File: config.mk
export PLATFORM = sky130hd
export DESIGN_NAME = seq_multiplier_digit
export DESIGN_NICKNAME = d
export VERILOG_FILES = /design/src/rtl/seq_multiplier_digit.sv
export SDC_FILE = /design/constraint.sdc
export NUM_CORES = 1
export LEC_CHECK = 0
export CAP_MARGIN = 30
export CORE_ASPECT_RATIO = 1.75
export CORE_MARGIN = 8
export CORE_UTILIZATION = 50
export DETAILED_ROUTE_END_ITERATION = 7
export DONT_BUFFER_PORTS = 1
export PLACE_DENSITY = 0.75
export REMOVE_ABC_BUFFERS = 1
export SYNTH_ARGS = -nofsm -noshare
export SYNTH_HDL_FRONTEND = slang
export SYNTH_SLANG_ARGS = --single-unit
File: constraint.sdc
create_clock -name clk -period 5.4 [get_ports clk]
set_input_delay 0.27 -clock clk [delete_from_list [all_inputs] [get_ports clk]]
set_output_delay 0.27 -clock clk [all_outputs]
set_load 0.1 [all_outputs]
File: src/rtl/seq_multiplier_digit.sv
// Digit-serial WIDTH x WIDTH multiplier (unsigned or two's complement), one DIGIT x DIGIT partial product per cycle.
// Product and done appear K*K+1 edges after the accepted start; a start during CALC, FINISH or DONE aborts to ERR.
module seq_multiplier_digit #(
  parameter int WIDTH = 8,
  parameter int DIGIT = 4
) (
  input  logic               clk,
  input  logic               reset_a_n,
  input  logic               start,
  input  logic               signed_mode,
  input  logic [WIDTH-1:0]   a,
  input  logic [WIDTH-1:0]   b,
  output logic               busy,
  output logic               done,
  output logic               err,
  output logic [2*WIDTH-1:0] product,
  output logic [2:0]         state_out
);

  localparam int K   = WIDTH / DIGIT;
  localparam int NPP = K * K;
  localparam int CW  = (NPP > 1) ? $clog2(NPP) : 1;
  localparam logic [CW-1:0] LAST = CW'(NPP - 1);

  typedef enum logic [2:0] {
    IDLE   = 3'b000,
    CALC   = 3'b001,
    FINISH = 3'b010,
    DONE   = 3'b100,
    ERR    = 3'b101
  } state_e;

  state_e               state_q, state_d;
  logic [CW-1:0]        count_q, count_d;
  logic [WIDTH-1:0]     a_mag_q, a_mag_d, b_mag_q, b_mag_d;
  logic                 neg_q, neg_d;
  logic [2*WIDTH-1:0]   acc_q, acc_d, prod_q, prod_d;

  logic                 capture;
  logic [WIDTH-1:0]     a_abs, b_abs;
  logic [CW-1:0]        ii, jj;
  logic [DIGIT-1:0]     a_dig, b_dig;
  logic [2*DIGIT-1:0]   pp;
  logic [2*WIDTH-1:0]   pp_sh;

  // Signed operands are reduced to magnitudes; -2^(W-1) wraps onto itself, which is 2^(W-1) unsigned.
  always_comb begin
    a_abs = (signed_mode && a[WIDTH-1]) ? -a : a;
    b_abs = (signed_mode && b[WIDTH-1]) ? -b : b;
    ii    = count_q % CW'(K);
    jj    = count_q / CW'(K);
    a_dig = DIGIT'(a_mag_q >> (int'(ii) * DIGIT));
    b_dig = DIGIT'(b_mag_q >> (int'(jj) * DIGIT));
    pp    = (2*DIGIT)'(a_dig) * (2*DIGIT)'(b_dig);
    pp_sh = (2*WIDTH)'(pp) << ((int'(ii) + int'(jj)) * DIGIT);
  end

  always_comb begin
    state_d = state_q;
    count_d = count_q;
    a_mag_d = a_mag_q;
    b_mag_d = b_mag_q;
    neg_d   = neg_q;
    acc_d   = acc_q;
    prod_d  = prod_q;
    capture = 1'b0;
    case (state_q)
      IDLE, ERR: begin
        if (start) begin
          capture = 1'b1;
          state_d = CALC;
        end
      end
      CALC: begin
        if (start) begin
          state_d = ERR;
        end else begin
          acc_d = acc_q + pp_sh;
          if (count_q == LAST) state_d = FINISH;
          else                 count_d = count_q + CW'(1);
        end
      end
      FINISH: begin
        if (start) begin
          state_d = ERR;
        end else begin
          prod_d  = neg_q ? -acc_q : acc_q;
          state_d = DONE;
        end
      end
      DONE:    state_d = start ? ERR : IDLE;
      default: state_d = IDLE;
    endcase
    if (capture) begin
      a_mag_d = a_abs;
      b_mag_d = b_abs;
      neg_d   = signed_mode & (a[WIDTH-1] ^ b[WIDTH-1]);
      acc_d   = '0;
      count_d = '0;
    end
  end

  always_ff @(posedge clk or negedge reset_a_n) begin
    if (!reset_a_n) begin
      state_q <= IDLE;
      count_q <= '0;
      a_mag_q <= '0;
      b_mag_q <= '0;
      neg_q   <= 1'b0;
      acc_q   <= '0;
      prod_q  <= '0;
    end else begin
      state_q <= state_d;
      count_q <= count_d;
      a_mag_q <= a_mag_d;
      b_mag_q <= b_mag_d;
      neg_q   <= neg_d;
      acc_q   <= acc_d;
      prod_q  <= prod_d;
    end
  end

  assign busy      = (state_q == CALC) || (state_q == FINISH);
  assign done      = (state_q == DONE);
  assign err       = (state_q == ERR);
  assign product   = prod_q;
  assign state_out = state_q;

endmodule
==> metrics.yaml, run 1 <==
drv_slew: 0
relSlewSlack: 0.355
ctsHtreeMaxLevel: 2
gp_congestion: 0.918
clock_path_buffers: 2
syn2layout_area_growth_pct: 11.1
die_height_um: 134
first_iter_violations: 216
worstHoldStart: "a[7]"
syn_inst: 452
insertion_delay_ns: 0.30
grt_pass1_vias: 3348
crit_type: "reg -> reg"
dp_hpwl_um: 6580
worst_pin_slew_ns: 0.971
rrSetupSlack_ns: 0.27
synth_edf_count: 0
grt_pass1_wl_um: 14800
yosysSeqAreaShare: 0.339
min_path_cells: 2
rsz0062_at_grt: "no"
hold_path_class: "in -> reg"
cap_violations: 0
cts-root-buf: "clkbuf_16"
cts_num_sinks: 54
skew_ns: 0.00746
tritoncts: "yes"
nets: 503
synth_compound_area_frac: 0.173
viasPerCell: 5.83
setup-tns-final_ns: 0
layout_commonest_cell: "nor2_1"
grt.total_usage: 0.157
end_kind: "flop"
cpPeakStageDelay_ns: 0.50
postSynth.asyncResetShare: 1.00
crit_path_top_delay_cell: "fa_1"
port_buffers: 0
synth_flop_cell: "dfrtp_1"
synth-xor-area-share: 0.101
ys_ff_latch: 54
grt_max_degree: 55
whs_endpoint: "a_mag_q[7]"
yosys_warnings: 0
drc: 0
dieArea_um2: 11200
num_rows: 43
start_util: 0.507
min_period_over_period: 0.950
synth_top_area_frac: 0.339
whs_ns: 0.117
design.portCount: 42
final_cell_mix: "nor2_1 (62), dfrtp_1 (52), a21oi_1 (43), nand2_1 (31), ha_1 (30)"
wl_per_cell_um: 15.8
drive_gt1_frac: 0.116
core_um2: 7860
syn_area_per_cell_um2: 8.81
cp_data_arrival_time_ns: 5.28
r2r-end: "acc_q[12]"
dpl-instance-area_um2: 4160
overflow: 0
worst-path-buf-inv: 1
n_antenna_cell: 0
crit_path_start: "count_q[0]"
synth_fa_ha_area_frac: 0.123
die_w_um: 83.5
status: "finished clean"
path_delay_family: "adder cells"
rr_worst_depth: 18
finalSetupViolations: 0
crit_fanout: 6
dr_total_vias: 3139
synth_top_family_by_area: "compound AO/OA/AOI/OAI gates"
syn-cell-area_um2: 3980
postRouteAntennaNets: 0
final_area_um2: 4420
final-seq-area_um2: 1350
cpMostUsedCell: "a21o_1"
placed_cells: 525
hold_viol_final: 0
synth.area.top_cells: "dfrtp_1 (34%), ha_1 (9.7%), nor2_1 (6.0%)"
r2r-start: "count_q[0]"
synth.distinct_cells: 42
grt_antenna_before_repair: 0
first_pass_iters: 4
max_freq_mhz: 195
clkTransAtPathRegs_ns: 0.07
path_depth: 18
fillCellCount: 669
synth_simple_gate_area_frac: 0.158
yosys.area.top_type: "dfrtp_1"
routed_wl_um: 8510
crit_chain: "mux2i_1 > or2_2 > fa_1 > inv_1 > fa_1 > ha_1 > a21o_1 > a221oi_1 > xor2_1 > mux2_2 > nor2_1 > ha_1 > a21o_1 > a21o_1 > a2111oi_1 > a21oi_1 > xnor2_1 > o22ai_1"
multi_input_area_um2: 2510
finalNonFillerCells: 538
cp.required_ns: 5.55
timing.final.crit_period_ns: 5.13
cts_inserted_buffers: 5
start_kind: "flop"
synth_mux_area_frac: 0.0632
[cells by family (layout without fill, tap and decap cells)]
group | Yosys count | count (layout)
and+or+nand+nor | 139 | 139
adders and majority gates | 36 | 36
DFF | 54 | 54
muxes | 24 | 24
AOI/OAI and AO/OA | 108 | 108
buffers and inverters | 45 | 41
xor gates and xnor gates | 46 | 46
[state kept, by name, indices dropped and copies added, names as in the netlist]
register / count
acc_q: 16
product: 16
a_mag_q: 8
b_mag_q: 8
state_out: 3
count_q: 2
neg_q: 1
[cell type report]
type | count | share of cell area
clock inverters | 2 | 0.00849
repair buffers | 12 | 0.0447
inverters | 21 | 0.0178
multi-input cells | 353 | 0.568
flip-flops and latches | 54 | 0.306
well taps | 90 | 0.0255
clock buffers | 6 | 0.0291
[cells in the mapped netlist, types with 2 or more instances]
master / count
nor3b_1: 3
or2_2: 6
nand4_1: 2
buf_1: 2
a221oi_1: 3
dfrtp_1: 54
inv_1: 21
o22ai_1: 18
o31ai_1: 4
mux2_2: 9
o21ai_1: 2
xnor2_1: 19
and3_1: 2
a22o_1: 2
fa_1: 5
clkbuf_1: 22
nand2_1: 31
nor2_1: 64
o31ai_4: 2
mux2i_1: 15
xor2_1: 27
a21oi_1: 44
o21ai_0: 11
nor3_1: 3
ha_1: 31
a31oi_1: 3
o31a_1: 2
or3_1: 9
nand2b_1: 3
a21o_1: 11
nor2b_1: 4
nand3_1: 8
[worst max path at each step]
stage	end	slack (ns)
2_1_floorplan	acc_q[12]	0.53
3_3_place_gp	acc_q[15]	0.37
3_5_place_dp	acc_q[15]	0.23
4_1_cts	acc_q[15]	0.16
5_1_grt	acc_q[12]	0.04
6_report	acc_q[12]	0.27
[through the flow]
stage,setup slack (ns),utilization
finish,0.273,0.563
global placement,0.366,0.517
detailed placement,0.232,0.529
global route,0.0403,0.563
CTS,0.160,0.555
floorplan,0.533,-
[worst register-to-register path, stage by stage, from the launching register on]
cell	delay, ns
dfrtp_2	0.46
mux2i_1	0.22
or2_2	0.35
fa_1	0.48
inv_1	0.05
fa_1	0.50
ha_1	0.30
a21o_1	0.20
a221oi_1	0.31
xor2_1	0.24
mux2_2	0.19
nor2_1	0.04
ha_1	0.37
a21o_1	0.21
a21o_1	0.19
a2111oi_1	0.43
a21oi_1	0.16
xnor2_1	0.18
o22ai_1	0.09
[what timing repair did]
action | 4_1_cts | 5_1_grt
hold buffers | 2 | 0
buffers inserted | 0 | 3
hold endpoints to repair | 54 | 0
resized for setup | 0 | 10
endpoints found under the setup margin | 0 | 3
[routing by layer]
metal	vias up	track usage	share of wire
met4	0	0.0965	0.041
met5	-	0	0
met2	71	0.299	0.55
met3	27	0.0425	0.053
met1	1483	0.142	0.35
li1	1558	-	-
Power of run 1 is not shown: default switching activity piles up to over one toggle a cycle in this logic, so the estimate is an artifact.
==> run 2: changes to the inputs <==
--- a/config.mk
+++ b/config.mk
@@ -8,11 +8,13 @@
 export CAP_MARGIN = 30
 export CORE_ASPECT_RATIO = 1.75
 export CORE_MARGIN = 8
-export CORE_UTILIZATION = 50
+export CORE_UTILIZATION = 32
 export DETAILED_ROUTE_END_ITERATION = 7
 export DONT_BUFFER_PORTS = 1
-export PLACE_DENSITY = 0.75
+export GPL_ROUTABILITY_DRIVEN = 0
+export PLACE_DENSITY = 0.56
 export REMOVE_ABC_BUFFERS = 1
+export SKIP_CTS_REPAIR_TIMING = 1
 export SYNTH_ARGS = -nofsm -noshare
 export SYNTH_HDL_FRONTEND = slang
 export SYNTH_SLANG_ARGS = --single-unit
==> run 2 against run 1 <==
Against the previous run: setup slack worse by 0.025 ns; via count down 0.73%; die area up 47%; global-route usage down 3.9 points; wire length up 8.4%; flip-flop and latch count unchanged; critical path depth unchanged; first-iteration DRC count down 61%; fmax down 0.48%; cell count up 14%; critical path type unchanged; sequential share of layout area down 0.37 points.
==> metrics.yaml, run 2 (synthesis gave the netlist of run 1 again) <==
rr_worst_depth: 18  # unchanged
core_um2: 12300  # +57%
hold_viol_final: 0  # unchanged
crit_chain: "mux2i_2 > or2_2 > fa_1 > inv_1 > fa_1 > ha_1 > a21o_1 > a221oi_1 > xor2_1 > mux2_2 > nor2_1 > ha_1 > a21o_1 > a21o_1 > a2111oi_0 > a21oi_1 > xnor2_1 > o22ai_1"
grt.total_usage: 0.119  # -0.0386
grt_antenna_before_repair: 0  # unchanged
grt_max_degree: 55  # unchanged
placed_cells: 604  # +15%
dpl-instance-area_um2: 4270  # +2.6%
dr_total_vias: 3116  # -0.73%
first_pass_iters: 4  # unchanged
r2r-end: "acc_q[12]"
tritoncts: "yes"
n_antenna_cell: 0  # unchanged
routed_wl_um: 9220  # +8.4%
drv_slew: 0  # unchanged
ctsHtreeMaxLevel: 2  # unchanged
hold_path_class: "in -> reg"
cpMostUsedCell: "a21o_1"
drc: 0  # unchanged
dp_hpwl_um: 7090  # +7.9%
whs_endpoint: "a_mag_q[0]"
cp.required_ns: 5.55  # about the same
overflow: 0  # unchanged
drive_gt1_frac: 0.107  # -0.00893
dieArea_um2: 16400  # +47%
start_util: 0.324  # -0.183
setup-tns-final_ns: 0  # unchanged
final_area_um2: 4480  # +1.2%
worst_pin_slew_ns: 0.978  # +0.00728 ns
min_period_over_period: 0.954  # +0.00457
design.portCount: 42  # unchanged
die_height_um: 164  # +22%
grt_pass1_vias: 3371  # +0.69%
nets: 504  # +0.20%
postRouteAntennaNets: 0  # unchanged
finalSetupViolations: 0  # unchanged
max_freq_mhz: 194  # -0.48%
insertion_delay_ns: 0.29  # about the same
r2r-start: "count_q[1]"
first_iter_violations: 85  # -61%
cp_data_arrival_time_ns: 5.30  # +0.02 ns
crit_path_start: "count_q[1]"
skew_ns: 0.00526  # -0.00220 ns
path_delay_family: "adder cells"
status: "finished clean"
die_w_um: 100  # +20%
num_rows: 54  # +26%
cpPeakStageDelay_ns: 0.54  # +0.04 ns
relSlewSlack: 0.350  # -0.00484
end_kind: "flop"
whs_ns: 0.122  # +0.00494 ns
rrSetupSlack_ns: 0.25  # -0.02 ns
start_kind: "flop"
grt_pass1_wl_um: 15600  # +5.3%
cts-root-buf: "clkbuf_16"
finalNonFillerCells: 616  # +14%
port_buffers: 0  # unchanged
cts_num_sinks: 54  # unchanged
crit_type: "reg -> reg"
viasPerCell: 5.06  # -13%
wl_per_cell_um: 15.0  # -5.3%
worstHoldStart: "a[0]"
clkTransAtPathRegs_ns: 0.07  # about the same
final_cell_mix: "nor2_1 (62), dfrtp_1 (52), a21oi_1 (43), nand2_1 (31), ha_1 (31)"
crit_path_top_delay_cell: "fa_1"
cts_inserted_buffers: 5  # unchanged
syn2layout_area_growth_pct: 12.4
layout_commonest_cell: "nor2_1"
rsz0062_at_grt: "no"
clock_path_buffers: 2  # unchanged
crit_fanout: 5  # -1
cap_violations: 0  # unchanged
worst-path-buf-inv: 1  # unchanged
timing.final.crit_period_ns: 5.15  # +0.0247 ns
min_path_cells: 1  # -1
[run 2: final cells by class]
type / count / area [um^2]
fill: 1305 / 7820
multi-input combinational: 353 / 2490
sequential: 54 / 1350
tap: 168 / 210
timing repair buffer: 13 / 209
clock buffer: 7 / 133
inverter: 21 / 78.8
[run 2: worst reg2reg max path, cell delays in order, from the launching register on]
cell and delay, ns:
dfrtp_2 0.46, mux2i_2 0.19, or2_2 0.32, fa_1 0.54, inv_1 0.06, fa_1 0.50, ha_1 0.31, a21o_1 0.19
a221oi_1 0.30, xor2_1 0.26, mux2_2 0.19, nor2_1 0.05, ha_1 0.36, a21o_1 0.20, a21o_1 0.19, a2111oi_0 0.45
a21oi_1 0.18, xnor2_1 0.18, o22ai_1 0.09
[run 2: how the worst max path moves through the flow]
stage,end,cells after the start,slack [ns]
global route,acc_q[12],18,0.02
finish,acc_q[12],18,0.25
global placement,acc_q[15],21,0.32
detailed placement,acc_q[15],21,0.22
CTS,acc_q[15],21,0.20
floorplan,acc_q[12],18,0.53
[run 2: per-layer routing]
metal  part of all wire  global-route usage
met1               0.36               0.106
met2               0.57               0.236
met3              0.042              0.0265
met5                  0                   0
met4              0.031              0.0595
[run 2: per-stage QoR]
step / util / setup slack, ns
2_1_floorplan: - / 0.533
3_3_place_gp: 0.338 / 0.321
3_5_place_dp: 0.347 / 0.221
4_1_cts: 0.358 / 0.198
5_1_grt: 0.364 / 0.0220
6_report: 0.364 / 0.248
Power of run 2 is left out for the same reason.
==> run 3: changes to the inputs <==
--- a/config.mk
+++ b/config.mk
@@ -12,7 +12,7 @@
 export DETAILED_ROUTE_END_ITERATION = 7
 export DONT_BUFFER_PORTS = 1
 export GPL_ROUTABILITY_DRIVEN = 0
-export PLACE_DENSITY = 0.56
+export PLACE_DENSITY = 0.57
 export REMOVE_ABC_BUFFERS = 1
 export SKIP_CTS_REPAIR_TIMING = 1
 export SYNTH_ARGS = -nofsm -noshare
==> constraint.sdc (replaced) <==
create_clock -name clk -period 4.2 [get_ports clk]
set_input_delay 0.21 -clock clk [delete_from_list [all_inputs] [get_ports clk]]
set_output_delay 0.21 -clock clk [all_outputs]
set_load 0.1 [all_outputs]
==> run 3 against run 2 <==
Against the previous run: the flow now finishes with violations (setup timing); register-to-register slack worse by 0.87 ns; hold slack got worse by 0.063 ns; global-route usage is 0.39 points higher; critical endpoint is now acc_q[13].
==> metrics.yaml, run 3 (synthesis gave the netlist of run 1 again) <==
viasPerCell: 4.99  # -1.3%
num_rows: 54  # unchanged
die_w_um: 100  # unchanged
final_cell_mix: "buf_4 (64), nor2_1 (60), dfrtp_1 (52), a21oi_1 (37), nand2_1 (31)"
finalSetupViolations: 11  # +11
routed_wl_um: 9970  # +8.1%
wl_per_cell_um: 14.8  # -1.2%
grt.total_usage: 0.122  # +0.00386
clkTransAtPathRegs_ns: 0.07  # about the same
drv_slew: 0  # unchanged
hold_path_class: "in -> reg"
relSlewSlack: 0.352  # +0.00197
worstHoldStart: "b[0]"
n_antenna_cell: 0  # unchanged
post-place-ws_ns: -0.928  # -1.15 ns
overflow: 0  # unchanged
crit_path_start: "count_q[1]"
min_period_over_period: 1.15  # +0.194
start_util: 0.324  # unchanged
grt_pass1_vias: 3499  # +3.8%
worst_pin_slew_ns: 0.975  # -0.00297 ns
drc: 0  # unchanged
cts_inserted_buffers: 5  # unchanged
hold_viol_final: 0  # unchanged
r2r-start: "count_q[1]"
fillCellCount: 1246  # -4.5%
insertion_delay_ns: 0.30  # about the same
postRouteAntennaNets: 0  # unchanged
final_area_um2: 5050  # +13%
first_pass_iters: 4  # unchanged
crit_type: "reg -> reg"
grt_antenna_before_repair: 0  # unchanged
syn2layout_area_growth_pct: 26.8
first_iter_violations: 134  # +58%
skew_ns: 0.00544  # +0.000183 ns
dp_hpwl_um: 7660  # +8.0%
multi_input_area_um2: 2640  # +6.0%
grt_max_degree: 55  # unchanged
nets: 561  # +11%
rrSetupSlack_ns: -0.62  # -0.87 ns
port_buffers: 0  # unchanged
cts_num_sinks: 54  # unchanged
cp_data_arrival_time_ns: 4.98  # -0.32 ns
die_height_um: 164  # unchanged
status: "finished with violations"
cp.required_ns: 4.36  # -1.19 ns
end_kind: "flop"
ctsHtreeMaxLevel: 2  # unchanged
dpl-instance-area_um2: 4610  # +8.2%
tritoncts: "yes"
dieArea_um2: 16400  # unchanged
core_um2: 12300  # unchanged
timing.final.crit_period_ns: 4.82  # -0.328 ns
layout_commonest_cell: "buf_4"
cap_violations: 0  # unchanged
start_kind: "flop"
violations: "setup timing"
drive_gt1_frac: 0.257  # +0.150
fin_ws_ns: -0.624  # -0.872 ns
design.portCount: 42  # unchanged
clock_path_buffers: 2  # unchanged
setup-tns-final_ns: -4.73  # -4.73 ns
grt_pass1_wl_um: 16200  # +4.1%
dr_total_vias: 3366  # +8.0%
cts-root-buf: "clkbuf_16"
final-seq-area_um2: 1350  # unchanged
max_freq_mhz: 207  # +6.8%
crit_fanout: 5  # unchanged
rsz0062_at_grt: "yes"
[run 3: layout make-up]
type	count	share of cell area
clock inverters	2	0.00743
inverters	21	0.0156
clock buffers	6	0.0255
flip-flops and latches	54	0.268
repair buffers	70	0.119
multi-input cells	353	0.523
well taps	168	0.0416
[run 3: metal layers]
| metal | global-route usage | wire, um |
|---|---|---|
| met5 | 0 | 0 |
| met4 | 0.0498 | 220 |
| met3 | 0.0252 | 386 |
| met2 | 0.242 | 5720 |
| met1 | 0.117 | 3650 |
[run 3: path summary, 6_finish.rpt]
check	to	cells past startpoint
worst max-delay path	acc_q[13]	20
worst min-delay path	b_mag_q[0]	1
worst max register to register	acc_q[13]	20
worst min register to register	acc_q[15]	1
max in group asynchronous	acc_q[10]	2
min in group asynchronous	b_mag_q[1]	2
[run 3: critical path, stage by stage (launching register included)]
cell     delay [ns]
dfrtp_2        0.46
mux2i_2        0.17
or2_4          0.26
fa_1           0.53
inv_1          0.05
fa_1           0.50
inv_1          0.06
fa_2           0.34
buf_4          0.15
xor2_2         0.14
mux2_4         0.28
nor2_2         0.08
ha_1           0.26
inv_2          0.07
nor2_1         0.04
a311o_1        0.35
buf_6          0.13
a31oi_1        0.33
o21ai_0        0.20
xnor2_1        0.17
o22ai_1        0.09
[run 3: per-stage QoR]
| step | cells | utilization | hold slack (ns) |
|---|---|---|---|
| 2_1_floorplan | 428 | - | -0.0856 |
| 3_3_place_gp | 654 | 0.372 | -0.0821 |
| 3_5_place_dp | 656 | 0.375 | -0.0815 |
| 4_1_cts | 664 | 0.389 | -0.401 |
| 5_1_grt | 674 | 0.411 | 0.0549 |
| 6_report | 674 | 0.411 | 0.0587 |
Power of run 3 is left out for the same reason.
